==> src/rtl/pipe_hazard_ctrl.sv <==
// Pipeline hazard controller: 3-slot destination scoreboard, forwarding select,
// load-use / no-bypass stall generation, branch flush and a halt drain FSM.
module pipe_hazard_ctrl #(
  parameter int FORWARD = 1
) (
  input  logic        clk,
  input  logic        rst_n,
  input  logic        id_valid,
  input  logic [5:0]  id_opcode,
  input  logic [4:0]  id_rs,
  input  logic [4:0]  id_rt,
  input  logic [4:0]  id_rd,
  input  logic        ex_br_taken,
  output logic        if_stall,
  output logic        id_stall,
  output logic        flush,
  output logic [1:0]  fwd_rs_sel,
  output logic [1:0]  fwd_rt_sel,
  output logic        halted,
  output logic [15:0] stall_cnt
);

  typedef enum logic [1:0] {
    ST_RUN    = 2'd0,
    ST_DRAIN  = 2'd1,
    ST_HALTED = 2'd2
  } state_e;

  typedef struct packed {
    logic       v;
    logic       wr;
    logic [4:0] dst;
    logic       ld;
  } slot_t;

  state_e      state_q, state_d;
  logic [1:0]  drain_q, drain_d;
  slot_t       ex_q, mem_q, wb_q, ex_d;
  logic [15:0] stall_cnt_q, stall_cnt_d;

  logic       op_wr_s, op_ld_s, op_halt_s, use_rs_s, use_rt_s;
  logic [4:0] dest_s;
  logic       rs_ex_s, rs_mem_s, rs_wb_s, rt_ex_s, rt_mem_s, rt_wb_s;
  logic       haz_s, stall_s, issue_s;

  // Register 0 is hardwired, so it never matches a producer.
  function automatic logic slot_hit(input slot_t s, input logic [4:0] r);
    return s.v && s.wr && (s.dst == r) && (r != 5'd0);
  endfunction

  function automatic logic [1:0] youngest(input logic e, input logic m, input logic w);
    if (e)      return 2'd1;
    else if (m) return 2'd2;
    else if (w) return 2'd3;
    else        return 2'd0;
  endfunction

  always_comb begin
    op_wr_s   = (id_opcode <= 6'd12);
    op_ld_s   = (id_opcode == 6'd12);
    op_halt_s = (id_opcode == 6'd17);
    dest_s    = ((id_opcode <= 6'd10) && !id_opcode[0]) ? id_rd : id_rt;
    use_rs_s  = id_valid && (id_opcode <= 6'd16);
    use_rt_s  = id_valid && (((id_opcode <= 6'd10) && !id_opcode[0]) ||
                             (id_opcode == 6'd13) || (id_opcode == 6'd15));
    rs_ex_s   = use_rs_s && slot_hit(ex_q,  id_rs);
    rs_mem_s  = use_rs_s && slot_hit(mem_q, id_rs);
    rs_wb_s   = use_rs_s && slot_hit(wb_q,  id_rs);
    rt_ex_s   = use_rt_s && slot_hit(ex_q,  id_rt);
    rt_mem_s  = use_rt_s && slot_hit(mem_q, id_rt);
    rt_wb_s   = use_rt_s && slot_hit(wb_q,  id_rt);
    if (FORWARD != 0) begin
      haz_s      = (rs_ex_s || rt_ex_s) && ex_q.ld;
      fwd_rs_sel = youngest(rs_ex_s, rs_mem_s, rs_wb_s);
      fwd_rt_sel = youngest(rt_ex_s, rt_mem_s, rt_wb_s);
    end else begin
      // Without bypass the regfile covers WB only; EX and MEM producers must drain.
      haz_s      = rs_ex_s || rs_mem_s || rt_ex_s || rt_mem_s;
      fwd_rs_sel = 2'd0;
      fwd_rt_sel = 2'd0;
    end
  end

  always_comb begin
    state_d = state_q;
    drain_d = drain_q;
    stall_s = 1'b0;
    case (state_q)
      ST_RUN: begin
        stall_s = haz_s && !ex_br_taken;
        if (id_valid && op_halt_s && !stall_s && !ex_br_taken) begin
          state_d = ST_DRAIN;
          drain_d = 2'd2;
        end else begin
          state_d = ST_RUN;
        end
      end
      ST_DRAIN: begin
        stall_s = 1'b1;
        if (drain_q == 2'd0) begin
          state_d = ST_HALTED;
        end else begin
          drain_d = drain_q - 2'd1;
        end
      end
      ST_HALTED: begin
        stall_s = 1'b1;
      end
      default: begin
        state_d = ST_RUN;
        drain_d = 2'd0;
      end
    endcase
  end

  always_comb begin
    issue_s = (state_q == ST_RUN) && id_valid && !stall_s && !ex_br_taken;
    ex_d    = '0;
    if (issue_s) begin
      ex_d.v   = 1'b1;
      ex_d.wr  = op_wr_s;
      ex_d.dst = dest_s;
      ex_d.ld  = op_ld_s;
    end else begin
      ex_d = '0;
    end
    stall_cnt_d = stall_cnt_q;
    if ((state_q == ST_RUN) && stall_s && (stall_cnt_q != 16'hFFFF)) begin
      stall_cnt_d = stall_cnt_q + 16'd1;
    end else begin
      stall_cnt_d = stall_cnt_q;
    end
  end

  always_ff @(posedge clk or negedge rst_n) begin
    if (!rst_n) begin
      state_q     <= ST_RUN;
      drain_q     <= 2'd0;
      ex_q        <= '0;
      mem_q       <= '0;
      wb_q        <= '0;
      stall_cnt_q <= 16'd0;
    end else begin
      state_q     <= state_d;
      drain_q     <= drain_d;
      ex_q        <= ex_d;
      mem_q       <= ex_q;
      wb_q        <= mem_q;
      stall_cnt_q <= stall_cnt_d;
    end
  end

  assign id_stall  = stall_s;
  assign if_stall  = stall_s;
  assign flush     = ex_br_taken;
  assign halted    = (state_q == ST_HALTED);
  assign stall_cnt = stall_cnt_q;

endmodule
==> config.mk <==
export PLATFORM = sky130hd
export DESIGN_NAME = pipe_hazard_ctrl
export DESIGN_NICKNAME = d
export VERILOG_FILES = /design/src/rtl/pipe_hazard_ctrl.sv
export SDC_FILE = /design/constraint.sdc
export NUM_CORES = 1
export LEC_CHECK = 0
export ABC_AREA = 1
export CORE_MARGIN = 5
export CORE_UTILIZATION = 52
export CTS_CLUSTER_DIAMETER = 80
export DETAILED_ROUTE_END_ITERATION = 12
export GPL_TIMING_DRIVEN = 0
export PLACE_DENSITY = 0.8
export SLEW_MARGIN = 20
export SYNTH_ARGS = -nofsm -noshare
export SYNTH_HDL_FRONTEND = slang
export SYNTH_SLANG_ARGS = --single-unit
==> constraint.sdc <==
create_clock -name clk -period 1.8 [get_ports clk]
set_input_delay 0.36 -clock clk [delete_from_list [all_inputs] [get_ports clk]]
set_output_delay 0.36 -clock clk [all_outputs]
set_load 0.005 [all_outputs]
* Word level (Yosys, flattened, before mapping) *
Index checks and enable logic that the tools add are counted.

word-level totals
  output and inout bits = 24
  bits of input ports = 25
  bits in registers = 42
  word-level logic and storage cells = 98

operators by class
  magnitude comparators = 3
  reduce and logical (&&, ||, !) cells = 48
  add/subtract/negate cells = 2
  multiplexer cells = 15
  bitwise operators = 1
  equal/unequal tests = 16

operators with widths
  operator                 count
  $logic_and A1 B1 Y1      34
  $eq A5 B5 Y1             6
  $eq A6 B4 Y1 const B     3
  $mux W2                  9
  $add A16 B1 Y16 const B  1
  $ne A16 B16 Y1 const B   1
  $le A6 B4 Y1 const B     2
  $pmux W2 S3              2
  $reduce_bool A5 Y1       2
  $mux W8                  1
  $eq A6 B5 Y1 const B     1
  $le A6 B5 Y1 const B     1
  $ne A2 B2 Y1 const B     3
  $mux W5                  1
  $logic_not A1 Y1         4
  $logic_not A2 Y1         2
  $logic_or A1 B1 Y1       3
  $reduce_and A3 Y1        1
  $eq A2 B1 Y1 const B     1
  $eq A2 B2 Y1 const B     1
  $pmux W1 S2              1
  $reduce_and A2 Y1        1
  $reduce_or A2 Y1         1
  $sub A2 B1 Y2 const B    1
  2 further kinds          2

* Longest topological paths before layout *
Gate-level depths: netlist of run 1.

  word-level depth = 14
  depth in mapped cells = 15
  depth with buffers taken out = 13

* Worst setup path after synthesis of run 1 *
OpenSTA, ideal clock, no wires.

  path kind = input -> output
  start point = in id_rt[1]
  end point = out if_stall
  required time = 1,440 ps
  cell stages on the path = 14
  path slack = 34 ps
  path buffers = 2
  data arrival time = 1,406 ps
  cells stage by stage = buf_2 -> inv_2 -> nand2_1 -> nand2_1 -> nor2_1 -> nand2_1 -> nor2_1 -> nand2_1 -> nand2_1 -> nand3_2 -> nand2_4 -> nand2_1 -> inv_2 -> buf_4

on the way
  cells in the longest elaborated chain, start to end = 8
  elaborated cells between the ends (all ways) = 9
  classes of those cells = eq/ne: 1; mux: 1; reduce/logical: 7

RTL lines
  element                  line  text
  start, declared          11    input logic [4:0] id_rt,
  $eq A5 B5 Y1             48    return s.v && s.wr && (s.dst == r) && (r != 5'd0);
  $logic_and A1 B1 Y1      48
  $logic_and A1 B1 Y1 (*)  48
  $logic_and A1 B1 Y1 (*)  69    rt_ex_s = use_rt_s && slot_hit(ex_q, id_rt);
  $logic_or A1 B1 Y1 (*)   73    haz_s = (rs_ex_s || rt_ex_s) && ex_q.ld;
  $logic_and A1 B1 Y1 (*)  73
  $logic_and A1 B1 Y1 (*)  90    stall_s = haz_s && !ex_br_taken;
  $pmux W1 S2 (*)          88    case (state_q)
  end, declared            14    output logic if_stall,

Mark *: on every way between the ends. The rest lies on a longest branch, timed or not.

* Final worst setup path of run 1 *
  start point = in id_rt[0]
  end point = out if_stall

The elaborated chain is that of the path after synthesis.

==> metrics.md, run 1 <==
| Metric | Value |
|---|---|
| Status | complete, but fails checks |
| Failing checks | setup timing |
| Most common cell in the netlist | nand2_1 |
| Max VDD drop | 0.394 mV |
| CP peak stage delay | 0.35 ns |
| Sw frac | 0.267 |
| DIE AREA | 0.00656 sq mm |
| Grt ovf | 0 |
| Synth top area cells | dfrtp_1 (40%), nand2_1 (14%), nand4_1 (6.2%) |
| Fin worst setup slack | -0.382 ns |
| Detail Placement HPWL | 5.01 mm |
| Die height | 81.0 microns |
| Register area share after synthesis | 0.401 |
| Max Fclk | 458 MHz |
| CTS Buf Count | 5 |
| Largest net degree at the start of global routing | 34 |
| CP top delay family | simple AND/OR/NAND/NOR gates |
| Async set-or-reset flop fraction in the synthesized netlist | 1.00 |
| Hold Slack | 0.377 ns |
| Initial Utilization | 0.544 |
| ANT nets after route | 0 |
| Die X | 81.0 microns |
| NetSw | 0.476 mW |
| Vias in the first global route | 2612 |
| Worst Clk Skew | 0.00549 ns |
| Clock Power Share | 0.363 |
| Min-delay worst type | register to register |
| DRT Wirelength | 7.40 mm |
| GR Util All Layers | 0.236 |
| WL per Instance | 14.8 microns |
| Worst slew pin tran | 0.487 ns |
| Synth top cells by count | nand2_1 (100), dfrtp_1 (42), inv_1 (40), nor2_1 (38), nand4_1 (26) |
| Synth Register Bits | 42 |
| Max H-tree Level | 2 |
| Post-synthesis net count | 379 |
| Residual DRC count | 0 |
| Worst hold path depth | 0 |
| Synth Flop Type | dfrtp_1 |
| CTS tree | done |
| Reg2reg start | ex_q[3] |
| Core Area | 0.00482 sq mm |
| Layout Utilization | 0.751 |
| Power Internal | 1.31 mW |
| Clock period minus worst slack | 2.18 ns |
| Distinct cells, synth | 33 |
| Element type at the critical path end | output port |
| CP max FO | 6 |
| CTS sink cnt | 42 |
| Total Nets Final | 464 |
| Row count | 25 |
| DR pass1 iterations | 4 |
| Cell Pwr Density | 494 mW/mm^2 |
| Layout fillers | 388 |
| Period Utilization, post-route | 1.21 |
| Multi-input gate area | 0.00147 sq mm |
| HP Start | mem_q[6] |
| Final setup viols | 20 |
| Final Wtd Congestion | 0.869 |
| Via density | 5.26 |
| Comb pwr share | 0.109 |
| R2R cell count | 15 |
| Max-slew violations | 0 |
| First-pass GRT wire length | 12.0 mm |
| WHS Endpoint | wb_q[6] |
| Max_slew headroom | 0.672 |
| Syn Inst Count | 348 |
| Clock latency on the worst-skew pair | 0.30 ns |
| Clk root buf | clkbuf_8 |
| 1st-iter DRT viols | 153 |
| Layout cells sized above 1 | 0.267 |
| Clock transition at path regs | 0.09 ns |
| R2R Path End | stall_cnt[8] |
| Critical Path RT | 1.44 ns |
| EDFF count, synth | 0 |
| Setup WS pre-CTS | -1.20 ns |
| Post-synth top area share | 0.401 |
| Pleak | 1.80 nW |
| CP Buf/Inv Count | 5 |
| Crit path from | id_rt[0] |
| Antenna violations before repair | 0 |
| Final hold vios | 0 |
| IO buf count | 47 |
| WP data arrival | 1.82 ns |
| RSZ-0062 raised after global routing | true |
| CP max stage cell | dlygate4sd2_1 |
| Synthesized area | 0.00262 sq mm |
| Most common cell on crit path | nand2_1 |
| Maxcap violations | 0 |
| Ant diodes | 0 |
| Syn-to-layout area delta | 38.1% |
| # IOs | 49 |
| Worst R2R Setup Slack | -0.08 ns |
| Cells along the critical path | dlygate4sd2_1 > inv_1 > nand2_1 > nand2_1 > nor2_1 > nand2_1 > nor2_1 > nand2_1 > nand2_2 > nand3_2 > nand2_4 > nand2_4 > inv_2 > buf_6 > buf_6 |
| Storage element area | 0.00105 sq mm |
| Yosys warning total | 0 |
| Leading area contributor after synthesis | dfrtp_1 |
| Total number of vias | 2635 |
| Critical path type | primary input to output port |
| Startpoint types | primary input |
| Post-Syn Area per Cell | 7.53 sq um |
| CTS Buffer Depth | 2 |
| Flop pwr share | 0.528 |
-- placed cells by master, fill, tap and decap left out, types with 2 or more instances in the layout --
master            n
o22ai_1           4
clkbuf_2          6
nand2_1          95
nand3_2           3
buf_6             5
nor3_1            2
clkdlybuf4s50_1  23
xnor2_1           9
clkbuf_8          5
nor2_1           32
xnor2_2           2
nand3_1           6
a21oi_2           2
a21oi_1           2
nor4_1            2
ha_1              4
nor2_2            5
nor3_2            2
xor2_1           12
ha_2              2
a221oi_2          2
mux2_2            5
nand2_2           4
buf_2             7
buf_4            30
dfrtp_1          42
dlygate4sd2_1     6
nand2_4           2
inv_1            34
nor2_4            2
clkdlybuf4s15_1   4
o21ai_0           7
nand4_1          26
inv_2            21
-- power groups by stage --
stage | Combinational, mW | Clock, mW | Sequential, mW
final | 0.195 | 0.648 | 0.943
after global routing | 0.214 | 0.701 | 0.943
after CTS | 0.180 | 0.662 | 0.943
after detailed placement | 0.170 | 0 | 0.961
after global placement | 0.165 | 0 | 0.962
after floorplan | 0.0648 | 0 | 0.962
-- metrics by stage --
step           setup TNS [ns]  cells  total power [mW]  cell area [sq um]
2_1_floorplan               0    348              1.03               2620
4_1_cts                 -2.70    494              1.78               3490
3_5_place_dp           -19.29    463              1.13               3190
3_3_place_gp           -46.79    462              1.13               3170
5_1_grt                 -5.32    501              1.86               3620
6_report                -2.61    501              1.79               3620
-- worst max path at each step --
stage          slack [ns]        to  cells after the start
5_1_grt             -0.51  if_stall                     14
2_1_floorplan        0.03  if_stall                     14
6_report            -0.38  if_stall                     15
4_1_cts             -0.38  if_stall                     14
3_3_place_gp        -1.15  if_stall                     15
3_5_place_dp        -1.20  if_stall                     13
-- sequential cells by signal (all words and copies together), names as in the netlist --
register   flops
mem_q          7
ex_q           8
stall_cnt     16
drain_q        2
wb_q           7
state_q        2
-- timing repair --
action,4_1_cts,5_1_grt
hold buffers,1,0
buffers inserted,24,8
setup endpoints to repair,32,30
endpoints found under the hold margin,9,0
resized for setup,68,36
pin swaps,27,27
-- cell type report --
type                            instances  share of cell area
Tap cell                               67              0.0232
Timing Repair Buffer                   78               0.183
Clock buffer                            5              0.0190
Multi-Input combinational cell        244               0.406
Buffer                                  7              0.0149
Inverter                               55              0.0571
Clock inverter                          3             0.00692
Sequential cell                        42               0.290
-- cells by family (layout without fill, tap and decap cells) --
logic type               after synthesis  in the layout  share of synthesized area
AND/OR/NAND/NOR                      187            187                      0.319
buffers and inverters                 62            148                     0.0960
flip-flops                            42             42                      0.401
AO/OA/AOI/OAI                         23             23                     0.0564
XOR/XNOR                              23             23                     0.0769
adder cells (fa/ha/maj)                6              6                     0.0287
multiplexers                           5              5                     0.0215
-- layer usage --
layer | share of wire | vias to the layer above | global-route usage
met4 | 0.027 | 0 | 0.0997
met5 | 0 | - | 0
li1 | - | 1287 | -
met2 | 0.52 | 87 | 0.410
met3 | 0.049 | 19 | 0.0388
met1 | 0.41 | 1242 | 0.290
Power figures use the tool's default switching activity.
==> run 2: changes to the inputs <==
--- a/config.mk
+++ b/config.mk
@@ -11,8 +11,8 @@
 export CTS_CLUSTER_DIAMETER = 80
 export DETAILED_ROUTE_END_ITERATION = 12
 export GPL_TIMING_DRIVEN = 0
+export HOLD_SLACK_MARGIN = 0.08
 export PLACE_DENSITY = 0.8
-export SLEW_MARGIN = 20
 export SYNTH_ARGS = -nofsm -noshare
 export SYNTH_HDL_FRONTEND = slang
 export SYNTH_SLANG_ARGS = --single-unit
==> results of run 2 <==
No change in the layout: final DEF, timing and power equal those of run 1.
==> run 3: changes to the inputs <==
--- a/config.mk
+++ b/config.mk
@@ -10,7 +10,6 @@
 export CORE_UTILIZATION = 52
 export CTS_CLUSTER_DIAMETER = 80
 export DETAILED_ROUTE_END_ITERATION = 12
-export GPL_TIMING_DRIVEN = 0
 export HOLD_SLACK_MARGIN = 0.08
 export PLACE_DENSITY = 0.8
 export SYNTH_ARGS = -nofsm -noshare
==> run 3 against run 2 <==
The flow still finishes with violations (setup timing). Cell count rose by 8.0%. Register-to-register slack got worse by 0.03 ns. Clock power fell by 2%. Utilization up 7.0 points. Cell area rose by 9.4%. Clock skew fell by 0.0033 ns. Total power up 0.68%. Die area is the same. Global-route usage grew 1.3 points. Non-clock buffer count is 39 higher. First-iteration DRC count shrank 2.0%. Largest cell class unchanged. Highest routed layer unchanged.
==> metrics.md, run 3 (synthesis results as in run 1) <==
| Metric | Value |
|---|---|
| DR pass1 iterations | 4 (unchanged) |
| Pleak | 2.01 nW (+12%) |
| DIE AREA | 0.00656 sq mm (unchanged) |
| Initial Utilization | 0.544 (unchanged) |
| CP Buf/Inv Count | 6 (+1) |
| IO buf count | 48 (+2.1%) |
| Post-route insts no fill | 541 (+8.0%) |
| Period Utilization, post-route | 1.20 (-0.0140) |
| Max_slew headroom | 0.646 (-0.0269) |
| Flop pwr share | 0.524 (-0.004) |
| CTS tree | done |
| Clock transition at path regs | 0.08 ns (about the same) |
| Worst Clk Skew | 0.00218 ns (-0.00331 ns) |
| Worst R2R Setup Slack | -0.11 ns (-0.03 ns) |
| Final Wtd Congestion | 0.998 (+15%) |
| Max reg flops | 16 (unchanged) |
| Most frequent cells in the layout | nand2_1 (84), buf_4 (70), dfrtp_1 (39) |
| Die height | 81.0 microns (unchanged) |
| Core Area | 0.00482 sq mm (unchanged) |
| Element type at the critical path end | output port |
| Clk root buf | clkbuf_8 |
| DRT Wirelength | 8.56 mm (+16%) |
| Setup TNS | -2.36 ns (+0.246 ns) |
| Row count | 25 (unchanged) |
| Comb pwr share | 0.123 (+0.014) |
| CP max stage cell | clkdlybuf4s15_1 |
| Syn-to-layout area delta | 51.1% |
| Cell Pwr Density | 454 mW/mm^2 (-7.9%) |
| Via density | 5.30 (+0.76%) |
| Total number of vias | 2867 (+8.8%) |
| Layout cells sized above 1 | 0.338 (+0.0703) |
| Ant diodes | 0 (unchanged) |
| Final hold vios | 0 (unchanged) |
| Min-delay worst type | register to register |
| Clock period minus worst slack | 2.16 ns (-0.0252 ns) |
| Worst hold path depth | 0 (unchanged) |
| Power Internal | 1.33 mW (+1.9%) |
| Largest net degree at the start of global routing | 23 (-32%) |
| Grt ovf | 0 (unchanged) |
| Max-slew violations | 0 (unchanged) |
| WP data arrival | 1.80 ns (-0.02 ns) |
| CP peak stage delay | 0.24 ns (-0.11 ns) |
| Max Fclk | 464 MHz (+1.2%) |
| 1st-iter DRT viols | 150 (-2.0%) |
| R2R cell count | 15 (unchanged) |
| Placed Instances | 507 (+9.5%) |
| Clock Power Share | 0.353 (-0.010) |
| Startpoint types | primary input |
| First-pass GRT wire length | 12.5 mm (+4.9%) |
| CTS Buffer Depth | 2 (unchanged) |
| RSZ-0062 raised after global routing | true |
| NetSw | 0.463 mW (-2.7%) |
| Max VDD drop | 0.498 mV (+26%) |
| Residual DRC count | 0 (unchanged) |
| Total Nets Final | 504 (+8.6%) |
| Max H-tree Level | 2 (unchanged) |
| Failing checks | setup timing |
| CTS Buf Count | 5 (unchanged) |
| Crit path depth | 10 (-5) |
| Cells along the critical path | clkdlybuf4s15_1 > inv_2 > nand4_1 > inv_1 > buf_4 > nor3_1 > nand4_1 > buf_4 > a21boi_1 > buf_2 |
| CP max FO | 3 (-3) |
| Fin worst setup slack | -0.357 ns (+0.0252 ns) |
| CTS sink cnt | 42 (unchanged) |
| CP top delay family | buffers and inverters |
| Critical Path RT | 1.44 ns (about the same) |
| Sw frac | 0.258 (-0.00897) |
| Critical path type | primary input to output port |
| Maxcap violations | 0 (unchanged) |
| Detail Placement HPWL | 5.51 mm (+10%) |
| GR Util All Layers | 0.249 (+0.0130) |
| WL per Instance | 15.8 microns (+7.1%) |
| ANT nets after route | 0 (unchanged) |
| Commonest non-fill, non-tap cell in the layout | nand2_1 |
| Die X | 81.0 microns (unchanged) |
| # IOs | 49 (unchanged) |
| Clock latency on the worst-skew pair | 0.30 ns (about the same) |
| Setup WS pre-CTS | -0.934 ns (+0.262 ns) |
| Final setup viols | 22 (+10%) |
| Antenna violations before repair | 0 (unchanged) |
| Vias in the first global route | 2647 (+1.3%) |
| Worst slew pin tran | 0.532 ns (+0.0448 ns) |
| Layout fillers | 319 (-18%) |
| Status | complete, but fails checks |
## run 3: cell count changes in the layout (fill, tap and decap cells not counted), sizes merged
cell and change:
clkdlybuf4s15 +2, dlymetal6s2s +1, clkdlybuf4s50 -1, dlygate4sd2 +1, buf +39, inv -1, clkbuf -3, clkinv +1
nand3 +1
## run 3: metrics by stage
stage | total power [mW] | hold WS [ns] | area (sq um) | utilization
6_report | 1.80 | 0.380 | 3960 | 0.822
3_5_place_dp | 1.17 | 0.361 | 3540 | 0.735
5_1_grt | 1.88 | 0.384 | 3960 | 0.822
4_1_cts | 1.81 | 0.382 | 3750 | 0.778
3_3_place_gp | 1.17 | 0.356 | 3540 | 0.735
2_1_floorplan | 1.03 | 0.0644 | 2620 | -
## run 3: final cells by class
cell class	count	area, sq um	area share
multi-input combinational	245	1460	0.368
sequential	42	1050	0.267
timing repair buffer	124	1050	0.267
inverter	55	214	0.0541
tap	67	83.8	0.0212
clock buffer	5	68.8	0.0174
clock inverter	3	25.0	0.00632
## run 3: routing by layer
| layer | up-vias | GRT usage | part of all wire |
|---|---|---|---|
| met3 | 37 | 0.0410 | 0.064 |
| met4 | 0 | 0.105 | 0.042 |
| li1 | 1365 | - | - |
| met5 | - | 0 | 0 |
| met2 | 138 | 0.441 | 0.51 |
| met1 | 1327 | 0.299 | 0.38 |
## run 3: timing repair
item	4_1_cts	5_1_grt
pin swaps	18	18
resized for setup	73	39
gates cloned	1	0
buffers inserted	8	16
hold buffers	1	0
endpoints found under the setup margin	32	30
hold endpoints to repair	20	0
## run 3: path summary, 6_finish.rpt
check,start,end
setup / recovery,id_rs[2],fwd_rs_sel[1]
max in group asynchronous,rst_n,stall_cnt[2]
hold reg to reg,mem_q[2],wb_q[2]
setup reg to reg,ex_q[5],stall_cnt[15]
hold / removal,mem_q[2],wb_q[2]
min in group asynchronous,rst_n,stall_cnt[12]
## run 3: power by group through the flow
| stage | registers [mW] | logic (mW) | clock network, mW |
|---|---|---|---|
| after floorplan | 0.962 | 0.0648 | 0 |
| after global routing | 0.943 | 0.240 | 0.696 |
| final | 0.942 | 0.221 | 0.635 |
| after global placement | 0.961 | 0.205 | 0 |
| after CTS | 0.943 | 0.212 | 0.654 |
| after detailed placement | 0.961 | 0.206 | 0 |
